[src/rtl/interrupt_sequencer_pkg.sv]
// Shared types for the interrupt entry sequencer: FSM states, push-select codes,
// and the decode from state to registered sequencer outputs.
package interrupt_sequencer_pkg;

   localparam int STACK_W = 16;
   localparam int DCNT_W  = 3;

   typedef enum logic [3:0] {
      IDLE, PEND, DRAIN, PUSH_HI, PUSH_LO, PUSH_CCR, VEC_HI, VEC_LO, RESUME
   } int_state_t;

   localparam logic [1:0] PSEL_NONE = 2'b00;
   localparam logic [1:0] PSEL_PCH  = 2'b01;
   localparam logic [1:0] PSEL_PCL  = 2'b10;
   localparam logic [1:0] PSEL_CCR  = 2'b11;

   typedef struct packed {
      logic               freeze;
      logic               inject_nop;
      logic               stack_wr;
      logic [1:0]         push_sel;
      logic               vec_rd;
      logic [STACK_W-1:0] vec_addr;
      logic               pc_load_hi;
      logic               pc_load_lo;
      logic               flush;
   } seq_out_t;

   // Fetch stays frozen through the vector reads so only pc_load_* move the PC.
   function automatic seq_out_t decode_outputs(int_state_t st, logic [STACK_W-1:0] vec_base);
      seq_out_t o;
      o = '0;
      case (st)
         DRAIN: begin
            o.freeze = 1'b1; o.inject_nop = 1'b1;
         end
         PUSH_HI: begin
            o.freeze = 1'b1; o.inject_nop = 1'b1; o.stack_wr = 1'b1; o.push_sel = PSEL_PCH;
         end
         PUSH_LO: begin
            o.freeze = 1'b1; o.inject_nop = 1'b1; o.stack_wr = 1'b1; o.push_sel = PSEL_PCL;
         end
         PUSH_CCR: begin
            o.freeze = 1'b1; o.inject_nop = 1'b1; o.stack_wr = 1'b1; o.push_sel = PSEL_CCR;
         end
         VEC_HI: begin
            o.freeze = 1'b1; o.inject_nop = 1'b1; o.vec_rd = 1'b1;
            o.vec_addr = vec_base; o.pc_load_hi = 1'b1;
         end
         VEC_LO: begin
            o.freeze = 1'b1; o.inject_nop = 1'b1; o.vec_rd = 1'b1;
            o.vec_addr = vec_base + 16'd1; o.pc_load_lo = 1'b1;
         end
         RESUME: o.flush = 1'b1;
         default: ;
      endcase
      return o;
   endfunction

endpackage

[src/rtl/interrupt_sequencer_if.sv]
// Pipeline-side bundle of the interrupt sequencer: request/boundary inputs and
// freeze/flush/stack/vector overrides. slave = sequencer, master = pipeline.
interface interrupt_sequencer_if #(
   parameter int PC_WIDTH = 32
);
   logic                int_req;
   logic                multi_cycle_id;
   logic                load_use;
   logic                rti_done;
   logic [PC_WIDTH-1:0] pc_in;
   logic                int_ack;
   logic                freeze;
   logic                inject_nop;
   logic                stack_wr;
   logic [1:0]          push_sel;
   logic [PC_WIDTH-1:0] saved_pc;
   logic                vec_rd;
   logic [15:0]         vec_addr;
   logic                pc_load_hi;
   logic                pc_load_lo;
   logic                flush;
   logic                in_isr;

   modport master (
      output int_req, multi_cycle_id, load_use, rti_done, pc_in,
      input  int_ack, freeze, inject_nop, stack_wr, push_sel, saved_pc,
             vec_rd, vec_addr, pc_load_hi, pc_load_lo, flush, in_isr
   );

   modport slave (
      input  int_req, multi_cycle_id, load_use, rti_done, pc_in,
      output int_ack, freeze, inject_nop, stack_wr, push_sel, saved_pc,
             vec_rd, vec_addr, pc_load_hi, pc_load_lo, flush, in_isr
   );
endinterface

[src/rtl/interrupt_sequencer_drain_counter.sv]
// Bubble counter for the drain phase: loads on accept, counts down while draining,
// zero flag ends the drain.
module interrupt_sequencer_drain_counter #(
   parameter int W = 3
) (
   input  logic         clk,
   input  logic         rst,
   input  logic         load_i,
   input  logic [W-1:0] load_val_i,
   input  logic         dec_i,
   output logic         zero_o
);

   logic [W-1:0] cnt_q;

   always_ff @(posedge clk or negedge rst) begin
      if (!rst)                      cnt_q <= '0;
      else if (load_i)               cnt_q <= load_val_i;
      else if (dec_i && cnt_q != '0) cnt_q <= cnt_q - 1'b1;
   end

   assign zero_o = (cnt_q == '0);

endmodule

[src/rtl/interrupt_sequencer.sv]
// Interrupt entry sequencer: pend -> accept at a safe boundary -> drain -> push PC/CCR
// -> load vector -> resume. Define INT_NEST_EN for up to three nested handlers.
module interrupt_sequencer
   import interrupt_sequencer_pkg::*;
#(
   parameter int          PC_WIDTH     = 32,
   parameter int          DRAIN_CYCLES = 3,
   parameter logic [15:0] VECTOR_ADDR  = 16'h0
) (
   input  logic                 clk,
   input  logic                 rst,
   interrupt_sequencer_if.slave bus
);

   localparam logic [DCNT_W-1:0] DRAIN_LOAD = DCNT_W'(DRAIN_CYCLES - 1);

   int_state_t          state_q, state_d;
   seq_out_t            out_q;
   logic                pending_q;
   logic [PC_WIDTH-1:0] saved_pc_q;
   logic                accept, resume, can_take, drain_zero, in_isr;

   assign accept = (state_q == PEND) && !bus.multi_cycle_id && !bus.load_use;
   assign resume = (state_q == RESUME);

`ifdef INT_NEST_EN
   logic [1:0] depth_q;
   logic       depth_dec;

   assign depth_dec = bus.rti_done && (depth_q != 2'd0);

   always_ff @(posedge clk or negedge rst) begin
      if (!rst) depth_q <= 2'd0;
      else      depth_q <= depth_q + {1'b0, resume} - {1'b0, depth_dec};
   end

   // Full nesting depth parks new requests in pending until a handler returns.
   assign can_take = (depth_q != 2'd3);
   assign in_isr   = (depth_q != 2'd0);
`else
   logic in_isr_q;

   always_ff @(posedge clk or negedge rst) begin
      if (!rst)              in_isr_q <= 1'b0;
      else if (resume)       in_isr_q <= 1'b1;
      else if (bus.rti_done) in_isr_q <= 1'b0;
   end

   assign can_take = !in_isr_q;
   assign in_isr   = in_isr_q;
`endif

   interrupt_sequencer_drain_counter #(.W(DCNT_W)) u_drain (
      .clk        (clk),
      .rst        (rst),
      .load_i     (accept),
      .load_val_i (DRAIN_LOAD),
      .dec_i      (state_q == DRAIN),
      .zero_o     (drain_zero)
   );

   always_comb begin
      state_d = state_q;
      case (state_q)
         IDLE:     if (pending_q && can_take) state_d = PEND;
         PEND:     if (accept)                state_d = DRAIN;
         DRAIN:    if (drain_zero)            state_d = PUSH_HI;
         PUSH_HI:  state_d = PUSH_LO;
         PUSH_LO:  state_d = PUSH_CCR;
         PUSH_CCR: state_d = VEC_HI;
         VEC_HI:   state_d = VEC_LO;
         VEC_LO:   state_d = RESUME;
         RESUME:   state_d = IDLE;
         default:  state_d = IDLE;
      endcase
   end

   // Outputs are registered from the next state so they line up with state_q.
   always_ff @(posedge clk or negedge rst) begin
      if (!rst) begin
         state_q    <= IDLE;
         pending_q  <= 1'b0;
         saved_pc_q <= '0;
         out_q      <= '0;
      end else begin
         state_q   <= state_d;
         pending_q <= bus.int_req | (pending_q & ~accept);
         if (accept) saved_pc_q <= bus.pc_in;
         out_q     <= decode_outputs(state_d, VECTOR_ADDR);
      end
   end

   assign bus.int_ack    = accept;
   assign bus.freeze     = out_q.freeze;
   assign bus.inject_nop = out_q.inject_nop;
   assign bus.stack_wr   = out_q.stack_wr;
   assign bus.push_sel   = out_q.push_sel;
   assign bus.saved_pc   = saved_pc_q;
   assign bus.vec_rd     = out_q.vec_rd;
   assign bus.vec_addr   = out_q.vec_addr;
   assign bus.pc_load_hi = out_q.pc_load_hi;
   assign bus.pc_load_lo = out_q.pc_load_lo;
   assign bus.flush      = out_q.flush;
   assign bus.in_isr     = in_isr;

endmodule

[src/flat_wrapper.sv]
// flat-port wrapper written by rule: the top's interface ports become plain ports
module interrupt_sequencer_flat import interrupt_sequencer_pkg::*;
#(
   parameter int          PC_WIDTH     = 32,
   parameter int          DRAIN_CYCLES = 3,
   parameter logic [15:0] VECTOR_ADDR  = 16'h0
)
  (clk, rst, bus_int_req, bus_multi_cycle_id, bus_load_use, bus_rti_done, bus_pc_in, bus_int_ack, bus_freeze, bus_inject_nop, bus_stack_wr, bus_push_sel, bus_saved_pc, bus_vec_rd, bus_vec_addr, bus_pc_load_hi, bus_pc_load_lo, bus_flush, bus_in_isr);
  interrupt_sequencer_if #(.PC_WIDTH(PC_WIDTH)) bus_i ();
  input  logic clk;
  input  logic rst;
  input wire logic [$bits(bus_i.int_req)-1:0] bus_int_req;
  input wire logic [$bits(bus_i.multi_cycle_id)-1:0] bus_multi_cycle_id;
  input wire logic [$bits(bus_i.load_use)-1:0] bus_load_use;
  input wire logic [$bits(bus_i.rti_done)-1:0] bus_rti_done;
  input wire logic [$bits(bus_i.pc_in)-1:0] bus_pc_in;
  output wire logic [$bits(bus_i.int_ack)-1:0] bus_int_ack;
  output wire logic [$bits(bus_i.freeze)-1:0] bus_freeze;
  output wire logic [$bits(bus_i.inject_nop)-1:0] bus_inject_nop;
  output wire logic [$bits(bus_i.stack_wr)-1:0] bus_stack_wr;
  output wire logic [$bits(bus_i.push_sel)-1:0] bus_push_sel;
  output wire logic [$bits(bus_i.saved_pc)-1:0] bus_saved_pc;
  output wire logic [$bits(bus_i.vec_rd)-1:0] bus_vec_rd;
  output wire logic [$bits(bus_i.vec_addr)-1:0] bus_vec_addr;
  output wire logic [$bits(bus_i.pc_load_hi)-1:0] bus_pc_load_hi;
  output wire logic [$bits(bus_i.pc_load_lo)-1:0] bus_pc_load_lo;
  output wire logic [$bits(bus_i.flush)-1:0] bus_flush;
  output wire logic [$bits(bus_i.in_isr)-1:0] bus_in_isr;
  assign bus_i.int_req = bus_int_req;
  assign bus_i.multi_cycle_id = bus_multi_cycle_id;
  assign bus_i.load_use = bus_load_use;
  assign bus_i.rti_done = bus_rti_done;
  assign bus_i.pc_in = bus_pc_in;
  assign bus_int_ack = bus_i.int_ack;
  assign bus_freeze = bus_i.freeze;
  assign bus_inject_nop = bus_i.inject_nop;
  assign bus_stack_wr = bus_i.stack_wr;
  assign bus_push_sel = bus_i.push_sel;
  assign bus_saved_pc = bus_i.saved_pc;
  assign bus_vec_rd = bus_i.vec_rd;
  assign bus_vec_addr = bus_i.vec_addr;
  assign bus_pc_load_hi = bus_i.pc_load_hi;
  assign bus_pc_load_lo = bus_i.pc_load_lo;
  assign bus_flush = bus_i.flush;
  assign bus_in_isr = bus_i.in_isr;
  interrupt_sequencer #(.PC_WIDTH(PC_WIDTH), .DRAIN_CYCLES(DRAIN_CYCLES), .VECTOR_ADDR(VECTOR_ADDR)) u_core (.clk(clk), .rst(rst), .bus(bus_i));
endmodule
[config.mk]
export PLATFORM = sky130hd
export DESIGN_NAME = interrupt_sequencer_flat
export DESIGN_NICKNAME = d
export VERILOG_FILES = /design/src/rtl/interrupt_sequencer_pkg.sv /design/src/rtl/interrupt_sequencer_if.sv /design/src/rtl/interrupt_sequencer_drain_counter.sv /design/src/rtl/interrupt_sequencer.sv /design/src/flat_wrapper.sv
export SDC_FILE = /design/constraint.sdc
export NUM_CORES = 1
export LEC_CHECK = 0
export CAP_MARGIN = 20
export CORE_UTILIZATION = 30
export DETAILED_ROUTE_END_ITERATION = 8
export SKIP_LAST_GASP = 1
export SYNTH_ARGS = -nofsm -noshare
export SYNTH_HDL_FRONTEND = slang
export SYNTH_SLANG_ARGS = --single-unit
[constraint.sdc]
create_clock -name clk -period 2.3 [get_ports clk]
set_input_delay 0.575 -clock clk [delete_from_list [all_inputs] [get_ports clk]]
set_output_delay 0.575 -clock clk [all_outputs]
set_load 0.05 [all_outputs]
==> flow_summary.json, run 1 <==
{
  "status": "finished clean",
  "synth_edf_count": 0,
  "internal-power_mw": 2.83,
  "grt_usage_pct": 11.0,
  "vias": 1447,
  "dr.first_iter.drc_count": 26,
  "cts_tree": "yes",
  "cap_violations": 0,
  "clkSlewWorstSetupHoldPaths_ps": 90,
  "numCtsBuffers": 5,
  "place_hpwl_um": 3210,
  "slowest_stage": "or4_4",
  "ys_warn_count": 0,
  "synthArstFlopShare_pct": 100,
  "worst_ep_arrival_time_ps": 1690,
  "worstSetupStartpointType": "primary input",
  "hold_viol": 0,
  "worstPathRequired_ps": 1730,
  "grt_busiest_layer": "met2",
  "drc": 0,
  "coreArea_mm2": 0.00721,
  "overflow": 0,
  "crit_type": "primary input to output pin",
  "timing.final.crit_share_pct": 98.3,
  "synth.most_common_cell": "dfrtp_1",
  "total_leakage_power_nw": 1.43,
  "grt_use_met1_pct": 15.5,
  "wl_per_cell_um": 12.6,
  "grt_pass1_wl_um": 6570,
  "ys_types": 34,
  "numPlacedInstances": 338,
  "yosysTopAreaCell": "dfrtp_1",
  "fmax_ghz": 0.442,
  "gp_congestion": 0.701,
  "tightest_slew_ps": 563,
  "min_period_ps": 2260,
  "antenna_cells": 0,
  "ctsRootBufferMaster": "clkbuf_8",
  "fin_nets": 287,
  "power.switching_mw": 2.32,
  "timing.critical_path.cells": "buf_2 > or2_1 > or4_4 > inv_8 > buf_12",
  "postSynthCellCount": 159,
  "htree_levels": 2,
  "synth_ff_type": "dfrtp_1",
  "die_h_um": 88.4,
  "cts_hold_buf": 0,
  "grt_use_met3_pct": 2.80,
  "use_met2_pct": 16.4,
  "layout-drive-gt1-share_pct": 23.0,
  "max-clock-path-buffers": 2,
  "clock_sinks": 49,
  "rsz0062_at_grt": "no",
  "drt-vias-per-instance": 4.17,
  "fin_skew_ps": 10.1,
  "ant_nets": 0,
  "p_seq_share_pct": 27.9,
  "netlist_area_mm2": 0.00224,
  "swShare_pct": 45.1,
  "pwr-share-clk_pct": 12.2,
  "ys_top_cells_by_count": "49 x dfrtp_1, 28 x mux2_4, 17 x buf_4",
  "ys_seq_elements": 49,
  "io_pins": 97,
  "hp-class": "primary input to asynchronous set/reset pin",
  "start_util_pct": 31.0,
  "area_growth_syn_to_layout_pct": 44.1,
  "max_stage_delay_ps": 570,
  "ys_seq_area_share_pct": 54.8,
  "die_w_um": 88.4,
  "grt_pass1_vias": 1369,
  "dr.pass1.iters": 4,
  "reg2regPathDepth": 6,
  "antenna_found_initial": 0,
  "num_rows": 31,
  "nFillCells": 695,
  "max-slew-margin-rel_pct": 62.4,
  "clock_latency_ps": 300,
  "grt_max_degree": 35,
  "yosys-top-cells-area": "dfrtp_1 55%, mux2_4 19%, buf_4 5.7%",
  "pwr-share-comb_pct": 59.9,
  "instances_no_fill": 347,
  "wirelength_um": 4380,
  "peakVddDrop_v": 0.000401,
  "crit_path_end_kind": "output pin",
  "port_buffers": 81,
  "path_max_fanout": 2,
  "final-setup-viol-count": 0,
  "fp.dieArea_mm2": 0.00781,
  "powerDensity_mw_per_mm2": 1600,
  "avgSynthCellArea_um2": 14.1,
  "utilization_pct": 44.7,
  "synth_top_area_share_pct": 54.8,
  "maxSlewViolCount": 0
}
==> power by group through the flow <==
stage               Combinational (mW)  Clock, mW  Sequential, mW
floorplan                        0.985          0            2.64
global placement                  3.09          0            1.45
detailed placement                3.10          0            1.46
CTS                               3.11      0.656            1.45
global route                      3.25      0.689            1.49
finish                            3.09      0.627            1.44
==> final timing paths <==
path                                   start                      to  slack (ps)
min in group clk            u_core.pending_q        u_core.pending_q         500
max in group asynchronous                rst     u_core.bus.stack_wr        1590
max                             bus_load_use             bus_int_ack          40
max reg2reg                u_core.state_q[1]  u_core.bus.saved_pc[1]         360
min reg2reg                 u_core.pending_q        u_core.pending_q         500
min                                      rst       u_core.bus.freeze         190
==> cell families (layout without fill, tap and decap cells) <==
kind of cell,count (synthesis),in the layout,synth area share [%]
buffers and inverters,29,104,10.6
AOI/OAI and AO/OA,16,16,4.47
xor gates and xnor gates,1,1,0.391
and+or+nand+nor,28,28,7.21
other,1,15,0.168
DFF,49,49,54.8
adders and majority gates,2,2,1.12
muxes,33,33,21.2
==> cells in the final DEF, fill, tap and decap left out, types with 2 or more instances in the layout <==
| cell | count |
|---|---|
| a31oi_1 | 2 |
| nor2b_1 | 4 |
| a21oi_1 | 4 |
| clkbuf_8 | 6 |
| dfrtp_1 | 49 |
| and3_1 | 3 |
| o21ai_0 | 4 |
| nand2b_1 | 4 |
| ha_1 | 2 |
| mux2_4 | 28 |
| nor2_1 | 9 |
| inv_1 | 4 |
| buf_4 | 8 |
| nand2_1 | 2 |
| mux2_2 | 4 |
| buf_12 | 3 |
| clkdlybuf4s50_1 | 77 |
| conb_1 | 15 |
| buf_2 | 3 |
==> per-layer routing <==
layer,wire length [um],vias up
li1,-,678
met1,2110,698
met2,1880,64
met3,342,7
met4,48,0
met5,0,-
==> stage by stage <==
| stage | cell area (um2) | setup TNS [ps] | power [mW] | setup slack (ps) | hold WS [ps] |
|---|---|---|---|---|---|
| final | 3230 | 0 | 5.16 | 38.2 | 193 |
| after global routing | 3230 | 0 | 5.43 | 15.6 | 207 |
| after CTS | 3230 | 0 | 5.22 | 28.9 | 197 |
| after detailed placement | 3110 | -6970 | 4.56 | -266 | 478 |
| after global placement | 3110 | -7060 | 4.53 | -270 | 470 |
| after floorplan | 2290 | 0 | 3.63 | 61.4 | 279 |
==> flip-flops by register name (all words and copies together) (netlist names), 2 cells and up <==
| signal | count |
|---|---|
| u_core.bus.push_sel | 2 |
| u_core.state_q | 4 |
| u_core.u_drain.cnt_q | 3 |
| u_core.bus.saved_pc | 32 |
==> cell type report <==
type | count | area, um2 | share of cell area (%)
clock buffer | 7 | 86.3 | 2.68
timing repair buffer | 91 | 906 | 28.1
multi-input combinational | 95 | 827 | 25.6
tap | 99 | 124 | 3.84
clock inverter | 1 | 30.0 | 0.931
sequential | 49 | 1230 | 38.0
inverter | 5 | 26.3 | 0.815
==> what timing repair did <==
item / 4_1_cts / 5_1_grt
buffers inserted: 1 / 0
resized for setup: 6 / 0
setup endpoints to repair: 1 / 0
==> critical path: cells and delay by family <==
family | cells | cell delay [ps]
AND/OR/NAND/NOR | 2 | 810
buffers and inverters | 3 | 290
(Power assumes the default switching activity.)
==> run 2, diff against run 1 <==
--- a/config.mk
+++ b/config.mk
@@ -6,6 +6,7 @@
 export NUM_CORES = 1
 export LEC_CHECK = 0
 export CAP_MARGIN = 20
+export CORE_ASPECT_RATIO = 2
 export CORE_UTILIZATION = 30
 export DETAILED_ROUTE_END_ITERATION = 8
 export SKIP_LAST_GASP = 1
==> run 2 against run 1 <==
Net effect: register-to-register slack about the same; critical path type unchanged; cell count decreased by 2.0%; hold slack improved by 14 ps; clock-buffer cell count decreased by 1; sequential share of layout area decreased by 0.60 points; total power increased by 4.7%.
==> flow_summary.json, run 2 (synthesized netlist as in run 1, its figures left out) <==
{
  "max-clock-path-buffers": 2,
  "ctsRootBufferMaster": "clkbuf_16",
  "largest_reg_flops": 32,
  "num_rows": 44,
  "layout_common_cells": "77 x clkdlybuf4s50_1, 49 x dfrtp_1, 28 x mux2_4",
  "fmax_ghz": 0.443,
  "ant_nets": 0,
  "port_buffers": 81,
  "final-setup-viol-count": 0,
  "worst_slack_ps": 43.9,
  "cts_tree": "yes",
  "grt_max_degree": 27,
  "crit_type": "primary input to output pin",
  "clock_sinks": 49,
  "total_leakage_power_nw": 1.45,
  "area_growth_syn_to_layout_pct": 46.4,
  "die_h_um": 124,
  "fin_skew_ps": 5.77,
  "tightest_slew_ps": 562,
  "clkSlewWorstSetupHoldPaths_ps": 70,
  "hp-class": "primary input to asynchronous set/reset pin",
  "peakVddDrop_v": 0.000465,
  "path_max_fanout": 2,
  "grt_use_met1_pct": 14.3,
  "vias": 1429,
  "worstPathRequired_ps": 1730,
  "max-slew-margin-rel_pct": 62.4,
  "final_common_cell": "clkdlybuf4s50_1",
  "max_stage_delay_ps": 570,
  "antenna_found_initial": 0,
  "dr.pass1.iters": 4,
  "layout-drive-gt1-share_pct": 23.4,
  "place_ws_ps": -257,
  "min_period_ps": 2260,
  "antenna_cells": 0,
  "slowest_stage": "or4_4",
  "clock_latency_ps": 290,
  "grt_pass1_vias": 1400,
  "drt-vias-per-instance": 4.20,
  "timing.final.crit_share_pct": 98.1,
  "status": "finished clean",
  "wl_per_cell_um": 13.8,
  "coreArea_mm2": 0.00721,
  "crit_path_end_kind": "output pin",
  "rsz0062_at_grt": "no",
  "overflow": 0,
  "gp_congestion": 0.720,
  "power_mw": 5.40,
  "grt_usage_pct": 12.9,
  "hold_viol": 0,
  "maxSlewViolCount": 0,
  "start_util_pct": 31.0,
  "timing.critical_path.cells": "buf_2 > or2_1 > or4_4 > inv_8 > buf_12",
  "final_area_mm2": 0.00328,
  "numCtsBuffers": 5,
  "powerDensity_mw_per_mm2": 1650,
  "wirelength_um": 4690,
  "io_pins": 97,
  "place_area_mm2": 0.00310,
  "grt_busiest_layer": "met2",
  "drc": 0,
  "grt_pass1_wl_um": 7400,
  "die_w_um": 63.1,
  "cap_violations": 0,
  "grt_use_met3_pct": 3.21,
  "fin_nets": 287,
  "worstSetupStartpointType": "primary input",
  "place_hpwl_um": 3430,
  "path_delay_family": "simple AND/OR/NAND/NOR gates",
  "htree_levels": 2,
  "crit_buf_inv": 3,
  "dr.first_iter.drc_count": 50,
  "use_met2_pct": 22.4,
  "worst_ep_arrival_time_ps": 1680,
  "fp.dieArea_mm2": 0.00783
}
-- run 2: changes by cell type in the layout (fill, tap and decap cells not counted) --
cell and delta:
clkbuf_16 +5, clkbuf_8 -5, clkbuf_1 -1, clkinvlp_4 +1
-- run 2: cell type report --
type | count | area, um2
repair buffers | 91 | 906
multi-input cells | 95 | 827
fillers | 673 | 3940
inverters | 5 | 26.3
well taps | 92 | 115
flip-flops and latches | 49 | 1230
clock inverters | 2 | 37.5
clock buffers | 6 | 139
-- run 2: layer usage --
layer / share of wire [%] / wire length, um / vias to the layer above
met2: 52 / 2460 / 59
met3: 5.1 / 241 / 6
met1: 40 / 1880 / 682
li1: - / - / 682
met5: 0 / 0 / -
met4: 2.3 / 108 / 0
-- run 2: stage by stage --
step | TNS, ps | util, % | instances | hold WS, ps
finish | 0 | 45.4 | 340 | 208
detailed placement | -7110 | 43.0 | 331 | 479
global route | 0 | 45.4 | 340 | 234
CTS | 0 | 45.4 | 340 | 209
floorplan | 0 | - | 173 | 279
global placement | -7210 | 43.0 | 331 | 476
-- run 2: power by group --
part	leakage (nW)	switching [mW]	internal [mW]	total, mW
registers	0.601	0.189	1.25	1.44
logic	0.768	1.88	1.22	3.10
clock network	0.0831	0.311	0.542	0.853
total	1.45	2.38	3.02	5.40
-- run 2: repair_timing --
item	in CTS	in global routing
resized for setup	6	0
setup endpoints to repair	1	0
hold buffers	0	0
setup buffers	1	0
-- run 2: path summary, 6_finish.rpt --
kind,from,endpoint,slack (ps),cells past startpoint
hold / removal,rst,u_core.bus.saved_pc[6],210,1
setup / recovery,bus_load_use,bus_int_ack,40,5
max in group asynchronous,rst,u_core.pending_q,1560,2
min in group clk,u_core.pending_q,u_core.pending_q,490,1
setup reg to reg,u_core.state_q[1],u_core.bus.saved_pc[1],360,6
hold reg to reg,u_core.pending_q,u_core.pending_q,490,1
